==> src/rtl/de_stage_pkg.sv <==
// Shared LC-3b types for the decode stage: register ids, control-word bit
// positions and the decode FSM state encoding.
package lc3b_types;

    typedef logic [15:0] lc3b_word;
    typedef logic [2:0]  lc3b_reg;
    typedef logic [19:0] lc3b_twenty;
    typedef logic [2:0]  lc3b_nzp;

    localparam int CS_LD_REG = 0;
    localparam int CS_SR1    = 1;
    localparam int CS_SR2    = 2;
    localparam int CS_SR_ST  = 3;
    localparam int CS_LD_CC  = 4;
    localparam int CS_CTRL   = 5;
    localparam int CS_DR_R7  = 6;
    localparam int CS_RD_CC  = 7;

    localparam lc3b_nzp CC_RESET = 3'b010;

    typedef enum logic {
        DE_RUN     = 1'b0,
        DE_WAIT_BR = 1'b1
    } de_state_t;

    function automatic logic [7:0] reg_onehot(input lc3b_reg id);
        return 8'b1 << id;
    endfunction

endpackage

==> src/rtl/regfile_bypass.sv <==
// 8x16 architectural register file: one write port, three write-first read
// ports so a same-cycle writeback is visible to the reading instruction.
module regfile_bypass
    import lc3b_types::*;
(
    input  logic        clk,
    input  logic        reset,
    input  logic        wr_en,
    input  logic [2:0]  wr_id,
    input  logic [15:0] wr_data,
    input  logic [2:0]  rd1_id,
    input  logic [2:0]  rd2_id,
    input  logic [2:0]  rd3_id,
    output logic [15:0] rd1_data,
    output logic [15:0] rd2_data,
    output logic [15:0] rd3_data
);

    logic [7:0][15:0] regs;

    always_ff @(posedge clk) begin
        if (reset) begin
            regs <= '0;
        end else if (wr_en) begin
            regs[wr_id] <= wr_data;
        end
    end

    assign rd1_data = (wr_en && wr_id == rd1_id) ? wr_data : regs[rd1_id];
    assign rd2_data = (wr_en && wr_id == rd2_id) ? wr_data : regs[rd2_id];
    assign rd3_data = (wr_en && wr_id == rd3_id) ? wr_data : regs[rd3_id];

endmodule

==> src/rtl/de_stage.sv <==
// LC-3b decode / register-read stage: operand read, busy scoreboard for
// RAW/WAW hazards, branch stall, and the AGEX pipeline latch.
//
//   state      | meaning
//   -----------+---------------------------------------------------------
//   DE_RUN     | issuing normally whenever no hazard and AGEX not stalled
//   DE_WAIT_BR | control instruction in flight; hold issue until resolve
module de_stage
    import lc3b_types::*;
(
    input  logic        clk,
    input  logic        reset,
    input  logic        de_valid_in,
    output logic        de_ready_out,
    input  logic [15:0] de_npc_in,
    input  logic [15:0] de_ir_in,
    input  logic [19:0] de_cs_in,
    input  logic        agex_stall_in,
    input  logic        br_resolve,
    input  logic        wb_en,
    input  logic [2:0]  wb_drid,
    input  logic [15:0] wb_data,
    input  logic        wb_ld_cc,
    input  logic [2:0]  wb_cc,
    output logic        agex_valid_out,
    output logic [15:0] agex_npc_out,
    output logic [15:0] agex_ir_out,
    output logic [15:0] agex_sr1_out,
    output logic [15:0] agex_sr2_out,
    output logic [19:0] agex_cs_out,
    output logic [2:0]  agex_cc_out,
    output logic [2:0]  agex_drid_out
);

    de_state_t  state, state_nxt;
    logic [7:0] busy, busy_p, busy_nxt, wb_clr;
    logic       cc_busy, cc_busy_p, cc_busy_nxt;
    lc3b_nzp    cc_q, cc_rd;
    lc3b_reg    sr1_id, sr2_id, st_id, drid;
    lc3b_word   sr1_val, sr2_val, st_val;
    logic       hazard, issue;

    assign sr1_id = de_ir_in[8:6];
    assign sr2_id = de_ir_in[2:0];
    assign st_id  = de_ir_in[11:9];
    assign drid   = de_cs_in[CS_DR_R7] ? 3'd7 : de_ir_in[11:9];

    regfile_bypass u_regfile (
        .clk      (clk),
        .reset    (reset),
        .wr_en    (wb_en),
        .wr_id    (wb_drid),
        .wr_data  (wb_data),
        .rd1_id   (sr1_id),
        .rd2_id   (sr2_id),
        .rd3_id   (st_id),
        .rd1_data (sr1_val),
        .rd2_data (sr2_val),
        .rd3_data (st_val)
    );

    // Writebacks retire first, so a dependent can issue in the writeback cycle.
    assign wb_clr    = wb_en ? reg_onehot(wb_drid) : 8'h00;
    assign busy_p    = busy & ~wb_clr;
    assign cc_busy_p = cc_busy & ~wb_ld_cc;
    assign cc_rd     = wb_ld_cc ? wb_cc : cc_q;

    assign hazard = (de_cs_in[CS_SR1]    & busy_p[sr1_id])
                  | (de_cs_in[CS_SR2]    & busy_p[sr2_id])
                  | (de_cs_in[CS_SR_ST]  & busy_p[st_id])
                  | (de_cs_in[CS_LD_REG] & busy_p[drid])
                  | (de_cs_in[CS_RD_CC]  & cc_busy_p);

    assign issue        = de_valid_in & (state == DE_RUN) & ~agex_stall_in & ~hazard;
    assign de_ready_out = issue;

    // An issuing destination set wins over a same-cycle writeback clear.
    assign busy_nxt    = busy_p | ((issue & de_cs_in[CS_LD_REG]) ? reg_onehot(drid) : 8'h00);
    assign cc_busy_nxt = cc_busy_p | (issue & de_cs_in[CS_LD_CC]);

    always_comb begin
        state_nxt = state;
        case (state)
            DE_RUN:     if (issue && de_cs_in[CS_CTRL]) state_nxt = DE_WAIT_BR;
            DE_WAIT_BR: if (br_resolve)                 state_nxt = DE_RUN;
            default:                                    state_nxt = DE_RUN;
        endcase
    end

    always_ff @(posedge clk) begin
        if (reset) begin
            state   <= DE_RUN;
            busy    <= '0;
            cc_busy <= 1'b0;
            cc_q    <= CC_RESET;
        end else begin
            state   <= state_nxt;
            busy    <= busy_nxt;
            cc_busy <= cc_busy_nxt;
            if (wb_ld_cc) cc_q <= wb_cc;
        end
    end

    always_ff @(posedge clk) begin
        if (reset) begin
            agex_valid_out <= 1'b0;
            agex_npc_out   <= '0;
            agex_ir_out    <= '0;
            agex_sr1_out   <= '0;
            agex_sr2_out   <= '0;
            agex_cs_out    <= '0;
            agex_cc_out    <= '0;
            agex_drid_out  <= '0;
        end else if (issue) begin
            agex_valid_out <= 1'b1;
            agex_npc_out   <= de_npc_in;
            agex_ir_out    <= de_ir_in;
            agex_sr1_out   <= sr1_val;
            agex_sr2_out   <= de_cs_in[CS_SR_ST] ? st_val : sr2_val;
            agex_cs_out    <= de_cs_in;
            agex_cc_out    <= cc_rd;
            agex_drid_out  <= drid;
        end else if (!agex_stall_in) begin
            agex_valid_out <= 1'b0;
        end
    end

endmodule

==> config.mk <==
export PLATFORM = sky130hd
export DESIGN_NAME = de_stage
export DESIGN_NICKNAME = d
export VERILOG_FILES = /design/src/rtl/de_stage_pkg.sv /design/src/rtl/regfile_bypass.sv /design/src/rtl/de_stage.sv
export SDC_FILE = /design/constraint.sdc
export NUM_CORES = 1
export LEC_CHECK = 0
export ABC_CLOCK_PERIOD_IN_PS = 4100
export BUFFER_PORTS_ARGS = -buffer_cell sky130_fd_sc_hd__buf_2
export CAP_MARGIN = 20
export CORE_MARGIN = 2
export CORE_UTILIZATION = 45
export CTS_BUF_LIST = sky130_fd_sc_hd__clkbuf_8
export DETAILED_ROUTE_END_ITERATION = 10
export GPL_ROUTABILITY_DRIVEN = 0
export SYNTH_ARGS = -nofsm -noshare
export SYNTH_HDL_FRONTEND = slang
export SYNTH_SLANG_ARGS = --single-unit
==> constraint.sdc <==
create_clock -name clk -period 4.1 [get_ports clk]
set_clock_uncertainty 0.15 [all_clocks]
set_input_delay 0.82 -clock clk [delete_from_list [all_inputs] [get_ports clk]]
set_output_delay 0.82 -clock clk [all_outputs]
set_load 0.1 [all_outputs]
==> results of run 1 <==
==> final cells by class <==
type | instances | area [um^2] | share of cell area
Clock inverter | 13 | 53.8 | 0.00368
Inverter | 11 | 43.8 | 0.00299
Timing Repair Buffer | 218 | 1270 | 0.0867
Clock buffer | 51 | 702 | 0.0480
Multi-Input combinational cell | 979 | 7430 | 0.508
Antenna cell | 2 | 5.00 | 0.000342
Sequential cell | 232 | 4640 | 0.318
Tap cell | 378 | 473 | 0.0323
==> routing by layer <==
layer | up-vias | global-route usage
met4 | 6 | 0.0833
met5 | - | 0
met1 | 5125 | 0.335
met3 | 87 | 0.0691
met2 | 455 | 0.428
li1 | 5046 | -
==> kinds of logic after synthesis <==
| family | after synthesis |
|---|---|
| xor+xnor | 9 |
| mux | 218 |
| simple gates | 533 |
| buf+inv | 145 |
| compound gates | 219 |
| flops | 232 |
==> cell usage in the layout, fill, tap and decap left out, types with 5 or more instances in the layout <==
cell type and instances:
buf_2 170, buf_4 43, nor2_1 23, inv_1 20, nand2_1 303, mux2i_1 119, nand3_1 26, a211o_1 31
dfxtp_1 232, xnor2_1 9, a21oi_1 129, nor2b_1 7, nand3b_1 5, a41oi_1 7, mux4_2 96, o2111ai_1 6
o32ai_1 5, o21ai_0 16, nand4_1 9, nand2b_1 137, clkbuf_8 52
==> flip-flops by register name (all words and copies together) (netlist names) <==
register,count
agex_cs_out,20
busy,8
agex_sr1_out,16
agex_ir_out,16
agex_sr2_out,16
agex_drid_out,3
cc_q,3
state,1
agex_valid_out,1
cc_busy,1
agex_cc_out,3
agex_npc_out,16
u_regfile.regs,128
==> synth_stat cells, types with 7 or more instances <==
cell type  count
clkbuf_1      95
dfxtp_1      232
o21ai_0       16
inv_1          9
nand3_1       26
nand2_1      303
mux4_2        96
nand4_1        9
xnor2_1        9
nand2b_1     137
a21oi_1      129
nor2_1        24
a41oi_1        7
buf_2         25
mux2i_1      119
a211o_1       31
nor2b_1        7
==> metrics by stage <==
stage,power [uW],cell area [um^2],cells,worst slack [ps]
floorplan,3120,12700,1356,357
global placement,3350,13900,1818,397
detailed placement,3360,13900,1818,359
CTS,5400,14600,1882,350
global route,5570,14600,1882,185
finish,5350,14600,1884,318
==> worst max-delay path by stage <==
stage / endpoint / depth (start not counted) / from
5_1_grt: de_ready_out / 9 / wb_drid[1]
4_1_cts: de_ready_out / 8 / wb_en
6_report: de_ready_out / 8 / wb_en
2_1_floorplan: de_ready_out / 11 / wb_drid[2]
3_3_place_gp: de_ready_out / 8 / wb_en
3_5_place_dp: de_ready_out / 8 / wb_en
==> where the power goes <==
| part | switching, uW | total [uW] | internal (uW) |
|---|---|---|---|
| sequential | 44.9 | 2370 | 2320 |
| clock | 937 | 2040 | 1100 |
| combinational | 661 | 947 | 286 |
==> worst register-to-register path: stages (launching register included) <==
cell and delay [ps]:
dfxtp_1 390, inv_1 80, o32ai_1 290, o31a_1 190, nand4_1 190, nand4_1 230
buf_4 620, mux2_1 410
==> results.toml, run 1 <==
[critical_path]
rr_worst_depth = 7
r2r_end = "agex_cc_out[0]"
required_ps = 3130
worstReg2RegStart = "busy[0]"
worst-path-buf-inv = 3
critical_path_arrival_ps = 2810
slowest_stage = "or4b_1"
crit_fanout = 18
crit_family = "simple AND/OR/NAND/NOR gates"
r2r_slack_ps = 1430
critical_path.max_stage_delay_ps = 550
cp_cell_sequence = "buf_2 -> or4b_1 -> a32oi_2 -> a22oi_1 -> o211ai_2 -> nand4_1 -> inv_4 -> buf_12"
worstSetupPathType = "input port to primary output"
crit_path_end_kind = "primary output"
start_kind = "input port"

[sta]
fin_hold_ws_ps = 309
finalHoldViolations = 0
fin_crit_ps = 3780
relSlewSlack = 0.323
final-max-slew-violation-count = 0
setup_viol_count_final = 0
final.period_utilization = 0.922
tns_ps = 0
max_freq_ghz = 0.264
rsz0062_at_grt = "no"
worst_pin_slew_ps = 1010

[detailed_routing]
met2_length_um = 17800
dr.max_layer_used = "met5"
viasPerCell = 5.69
drt_first_pass_iters = 5
drt-initial-drc-count = 938
wire_per_inst_um = 20.7
met3_wirelength_um = 3610
met1Wirelength_um = 16600
drc_errors = 0
wl_um = 39000
antenna_left = 0
vias = 10719

[die]
ioPinCount = 173
dieWidth_um = 172
rows = 61
die_y_um = 172
fp.dieArea_um2 = 29500
coreArea_um2 = 27800
start_util = 0.456

[global_route]
track_usage = 0.260
grt_pass1_vias = 10059
grt_pass1_wl_um = 58900
grt_antenna_before_repair = 5
overflow = 0
grt_max_degree = 105

[yosys]
synth-simple-area-share = 0.201
ys_types = 52
seq_area_frac_synth = 0.366
yosys.area_share.xor_xnor = 0.00622
synth_top_cell_area_share = 0.366
ys_ff_latch = 232
synth-adder-area-share = 0
synthFlopType = "dfxtp_1"
avgSynthCellArea_um2 = 9.35
synth_top_family_by_area = "multiplexers"
synthMuxAreaShare = 0.267
synthTopCellsByArea = "dfxtp_1 37%, mux4_2 17%, mux2i_1 9.4%"
synth_compound_area_frac = 0.107
yosys_warnings = 0
synth_top_area_cell = "dfxtp_1"
syn-num-nets = 1437
synth_cells = 1356
syn-cell-area_um2 = 12700
async_flop_share = 0
synth_edf_count = 0

[cts]
insertion_delay_ps = 540
post_cts_buffers = 0
cts_tree = "yes"
cts_buffers = 39
clock-root-buffer = "clkbuf_8"
htreeDepth = 2
cts.repair.resized = 0
clk_path_buf_depth = 3
path_clk_slew_ps = 60
clkSinkCount = 232
cts_hold_buf = 0

[hold_path]
min_path_type = "flip-flop to flip-flop"
hold_end = "agex_valid_out"
worstHoldStart = "agex_valid_out"
hold-path-cell-count = 2

[layout]
drive_above_1_share = 0.253
areaGrowthSynthToFinish_pct = 15.3
final_net_count = 1562
final_util = 0.526
filler_cell_count = 2642

[pwr]
leakagePower_uw = 0.00559
powerDensity_nw_per_um2 = 366
ir_drop_mv = 0.149

[run]
maxCapViolCount = 0

[status]
status = "finished, final reports clean"

[place]
io_buffers = 172
dp_hpwl_um = 25300
(Power assumes the default switching activity.)
==> run 2: changes to the inputs <==
--- a/config.mk
+++ b/config.mk
@@ -13,6 +13,7 @@
 export CTS_BUF_LIST = sky130_fd_sc_hd__clkbuf_8
 export DETAILED_ROUTE_END_ITERATION = 10
 export GPL_ROUTABILITY_DRIVEN = 0
+export REMOVE_ABC_BUFFERS = 1
 export SYNTH_ARGS = -nofsm -noshare
 export SYNTH_HDL_FRONTEND = slang
 export SYNTH_SLANG_ARGS = --single-unit
==> results.toml, run 2 (synthesis gave the netlist of run 1 again) <==
[pwr]
p_clk_frac = 0.401
p_comb_frac = 0.172
leakagePower_uw = 0.00565
ir_drop_mv = 0.187
power.share.switching = 0.305
seqPwrFrac = 0.428
powerDensity_nw_per_um2 = 375
intPower_uw = 3840
switchingPower_uw = 1690

[sta]
worst_pin_slew_ps = 987
rsz0062_at_grt = "no"
setup_slack_ps = 123
fin_crit_ps = 3980
finalHoldViolations = 0
final.period_utilization = 0.970
tns_ps = 0
fin_hold_ws_ps = 310
setup_viol_count_final = 0
final-max-slew-violation-count = 0
max_freq_ghz = 0.251
relSlewSlack = 0.341

[critical_path]
start_kind = "input port"
cp_cell_sequence = "buf_2 -> buf_4 -> nand4b_1 -> a32oi_1 -> a22oi_1 -> a31oi_1 -> nand4_1 -> inv_4 -> buf_12"
crit_family = "buffers and inverters"
required_ps = 3130
crit_cells = 9
worst-path-buf-inv = 4
worstReg2RegStart = "busy[0]"
slowest_stage = "nand4b_1"
critical_path_arrival_ps = 3010
critical_path.max_stage_delay_ps = 420
worstSetupPathType = "input port to primary output"
rr_worst_depth = 7
worstSetupStartpoint = "wb_drid[1]"
crit_fanout = 11
crit_path_end_kind = "primary output"

[place]
dp_hpwl_um = 23800
dp_slack_ps = 197
dp.cells = 1817
io_buffers = 172

[detailed_routing]
drc_errors = 0
drt-initial-drc-count = 972
viasPerCell = 5.68
antenna_left = 0
wire_per_inst_um = 20.5
vias = 10789
drt_first_pass_iters = 5
wl_um = 38800

[cts]
post_cts_buffers = 0
clk_path_buf_depth = 3
htreeDepth = 2
cts_hold_buf = 0
path_clk_slew_ps = 60
cts.repair.resized = 0
cts_tree = "yes"
clkSinkCount = 232
cts_buffers = 42
insertion_delay_ps = 550
clock-root-buffer = "clkbuf_8"

[layout]
final_net_count = 1564
largestRegisters = "u_regfile.regs (128), agex_cs_out (20)"
largest_reg_flops = 128
regMostFlops = "u_regfile.regs"
drive_above_1_share = 0.258
final_cell_mix = "303 x nand2_1, 232 x dfxtp_1, 170 x buf_2"
stdcell_count = 1898
layout_commonest_cell = "nand2_1"
final_util = 0.531
areaGrowthSynthToFinish_pct = 16.2

[global_route]
grt_antenna_before_repair = 7
grt_pass1_wl_um = 58800
overflow = 0
grt_pass1_vias = 10291
track_usage = 0.262
grt_max_degree = 170

[die]
fp.dieArea_um2 = 29500
coreArea_um2 = 27800
dieWidth_um = 172
ioPinCount = 173
die_y_um = 172
start_util = 0.456
rows = 61

[hold_path]
worstHoldStart = "agex_valid_out"
hold-path-cell-count = 2
min_path_type = "flip-flop to flip-flop"

[status]
status = "finished, final reports clean"

[run]
maxCapViolCount = 0
-- run 2: changes by cell type in the layout (fill, tap and decap cells not counted) --
cell,before,now
a41oi_1,7,6
inv_1,20,21
clkbuf_8,52,58
buf_4,43,42
a41oi_2,0,1
diode_2,2,6
clkinv_2,1,5
-- run 2: final cells by class --
class | count | area [um^2]
clock inverters | 18 | 77.6
diodes | 6 | 15.0
clock buffers | 57 | 785
fillers | 2661 | 13000
repair buffers | 217 | 1260
flip-flops and latches | 232 | 4640
well taps | 378 | 473
inverters | 11 | 43.8
multi-input cells | 979 | 7440
-- run 2: power groups by stage --
stage / Clock (uW) / Combinational (uW) / Sequential (uW)
after global placement: 0 / 940 / 2410
after floorplan: 0 / 320 / 2670
after detailed placement: 0 / 947 / 2410
after CTS: 2260 / 950 / 2360
final: 2220 / 949 / 2370
after global routing: 2380 / 1000 / 2370
-- run 2: worst paths after layout --
kind              slack (ps)        endpoint
setup / recovery         120    de_ready_out
hold / removal           310  agex_valid_out
setup reg to reg        1350  agex_cc_out[2]
hold reg to reg          310  agex_valid_out
-- run 2: tightest hold or removal path, cell delays in order, from the launching register on --
cell	delay, ps
dfxtp_1	310
nand2_1	50
a21oi_1	50
-- run 2: per-layer routing --
metal	routed length, um	GRT usage
met5	11	0
met4	1590	0.115
met3	2780	0.0439
met2	18600	0.436
met1	15800	0.336
-- run 2: through the flow --
step	instance area, um^2	total power (uW)
after global routing	14700	5750
final	14700	5530
after detailed placement	13900	3360
after global placement	13900	3350
after CTS	14700	5580
after floorplan	12100	2990
==> run 3: changes to the inputs <==
--- a/config.mk
+++ b/config.mk
@@ -5,7 +5,7 @@
 export SDC_FILE = /design/constraint.sdc
 export NUM_CORES = 1
 export LEC_CHECK = 0
-export ABC_CLOCK_PERIOD_IN_PS = 4100
+export ABC_CLOCK_PERIOD_IN_PS = 4620
 export BUFFER_PORTS_ARGS = -buffer_cell sky130_fd_sc_hd__buf_2
 export CAP_MARGIN = 20
 export CORE_MARGIN = 2
@@ -13,6 +13,7 @@
 export CTS_BUF_LIST = sky130_fd_sc_hd__clkbuf_8
 export DETAILED_ROUTE_END_ITERATION = 10
 export GPL_ROUTABILITY_DRIVEN = 0
+export HOLD_SLACK_MARGIN = 0.1
 export REMOVE_ABC_BUFFERS = 1
 export SYNTH_ARGS = -nofsm -noshare
 export SYNTH_HDL_FRONTEND = slang
==> constraint.sdc (replaced) <==
create_clock -name clk -period 4.62 [get_ports clk]
set_clock_uncertainty 0.15 [all_clocks]
set_input_delay 0.924 -clock clk [delete_from_list [all_inputs] [get_ports clk]]
set_output_delay 0.924 -clock clk [all_outputs]
set_load 0.1 [all_outputs]
==> results.toml, run 3 (synthesis gave the netlist of run 1 again) <==
[detailed_routing]
drt_first_pass_iters = 5
wl_um = 38900
wire_per_inst_um = 20.7
antenna_left = 0
viasPerCell = 5.71
vias = 10743
drc_errors = 0
drt-initial-drc-count = 1047

[sta]
worst_pin_slew_ps = 1120
setup_viol_count_final = 0
finalHoldViolations = 0
final-max-slew-violation-count = 0
final.period_utilization = 0.886
setup_slack_ps = 527
max_freq_ghz = 0.244
relSlewSlack = 0.249
tns_ps = 0
rsz0062_at_grt = "no"
fin_crit_ps = 4090

[die]
rows = 61
dieWidth_um = 172
ioPinCount = 173
coreArea_um2 = 27800
die_y_um = 172
fp.dieArea_um2 = 29500
start_util = 0.456

[layout]
final_cell_mix = "303 x nand2_1, 232 x dfxtp_1, 170 x buf_2"
drive_above_1_share = 0.254
layout_commonest_cell = "nand2_1"
regMostFlops = "u_regfile.regs"
largestRegisters = "u_regfile.regs (128), agex_cs_out (20)"
filler_cell_count = 2632
areaGrowthSynthToFinish_pct = 15.9
final_net_count = 1556
largest_reg_flops = 128

[critical_path]
worstSetupStartpoint = "wb_drid[2]"
r2r_slack_ps = 1960
cp_cell_sequence = "buf_2 -> nand4bb_1 -> buf_4 -> a32oi_1 -> a22oi_1 -> a31oi_1 -> nand4_1 -> inv_4 -> buf_12"
worstSetupPathType = "input port to primary output"
crit_fanout = 18
required_ps = 3550
critical_path.max_stage_delay_ps = 390
worstReg2RegStart = "busy[4]"
crit_path_end_kind = "primary output"
critical_path_arrival_ps = 3020
start_kind = "input port"
slowest_stage = "a31oi_1"
r2r_end = "agex_cc_out[0]"
crit_end = "de_ready_out"
rr_worst_depth = 7

[global_route]
grt_pass1_vias = 10604
track_usage = 0.264
grt_pass1_wl_um = 59800
overflow = 0
grt_max_degree = 114
grt_antenna_before_repair = 4

[cts]
path_clk_slew_ps = 70
clk_path_buf_depth = 3
clock-root-buffer = "clkbuf_8"
cts_buffers = 42
htreeDepth = 2
clkSinkCount = 232
cts_hold_buf = 0
cts_tree = "yes"
cts.repair.resized = 0
post_cts_buffers = 0
insertion_delay_ps = 550

[pwr]
powerDensity_nw_per_um2 = 340
power.share.switching = 0.301
switchingPower_uw = 1500
seqPwrFrac = 0.421
intPower_uw = 3490
p_clk_frac = 0.412
leakagePower_uw = 0.00561
p_comb_frac = 0.168
ir_drop_mv = 0.188

[place]
dp_hpwl_um = 23700
dp_slack_ps = 554
io_buffers = 172

[status]
status = "finished, final reports clean"

[run]
maxCapViolCount = 0

[hold_path]
min_path_type = "flip-flop to flip-flop"
[run 3: cell types whose count changed in the layout (fill, tap and decap cells not counted), sizes merged]
cell / change
buf: -8
clkbuf: -5
bufinv: +3
diode: -3
inv: -3
clkinv: +2
clkinvlp: -1
[run 3: stage by stage]
stage	hold slack (ps)	cell area [um^2]	utilization	total power, uW	cells
3_3_place_gp	293	13800	0.497	2970	1808
3_5_place_dp	308	13800	0.497	2980	1808
2_1_floorplan	292	12100	-	2660	1222
5_1_grt	340	14700	0.529	5170	1883
6_report	320	14700	0.529	4990	1883
4_1_cts	322	14700	0.528	5030	1879
[run 3: worst max-delay path, delay by kind of cell]
| family | cells | cell delay, ps |
|---|---|---|
| buffers and inverters | 4 | 940 |
| AND/OR/NAND/NOR | 2 | 470 |
| AO/OA/AOI/OAI | 3 | 660 |
[run 3: worst min-delay path by stage]
stage	end	cells after the start	startpoint	slack, ps
after global routing	agex_npc_out[8]	2	agex_npc_out[8]	340
after floorplan	cc_q[1]	2	cc_q[1]	290
final	agex_cs_out[4]	2	agex_cs_out[4]	320
after global placement	agex_valid_out	2	agex_valid_out	290
after detailed placement	agex_npc_out[8]	2	agex_npc_out[8]	310
after CTS	agex_npc_out[8]	2	agex_npc_out[8]	320
[run 3: layer usage]
metal / vias up / track usage / part of all wire
met5: - / 0 / 0.00031
li1: 5024 / - / -
met1: 5146 / 0.328 / 0.39
met4: 2 / 0.109 / 0.033
met2: 473 / 0.447 / 0.49
met3: 98 / 0.0575 / 0.083
[run 3: power by group through the flow]
stage	combinational, uW	sequential, uW	clock, uW
floorplan	284	2370	0
CTS	837	2100	2100
detailed placement	836	2140	0
global placement	829	2140	0
finish	837	2100	2060
global route	883	2110	2180
[run 3: final cells by class]
cell class / count / area (um^2) / share of cell area
sequential: 232 / 4640 / 0.316
inverter: 11 / 43.8 / 0.00298
clock buffer: 52 / 716 / 0.0487
tap: 378 / 473 / 0.0322
antenna: 3 / 7.51 / 0.000511
multi-input combinational: 979 / 7440 / 0.507
timing repair buffer: 209 / 1210 / 0.0822
clock inverter: 19 / 159 / 0.0108
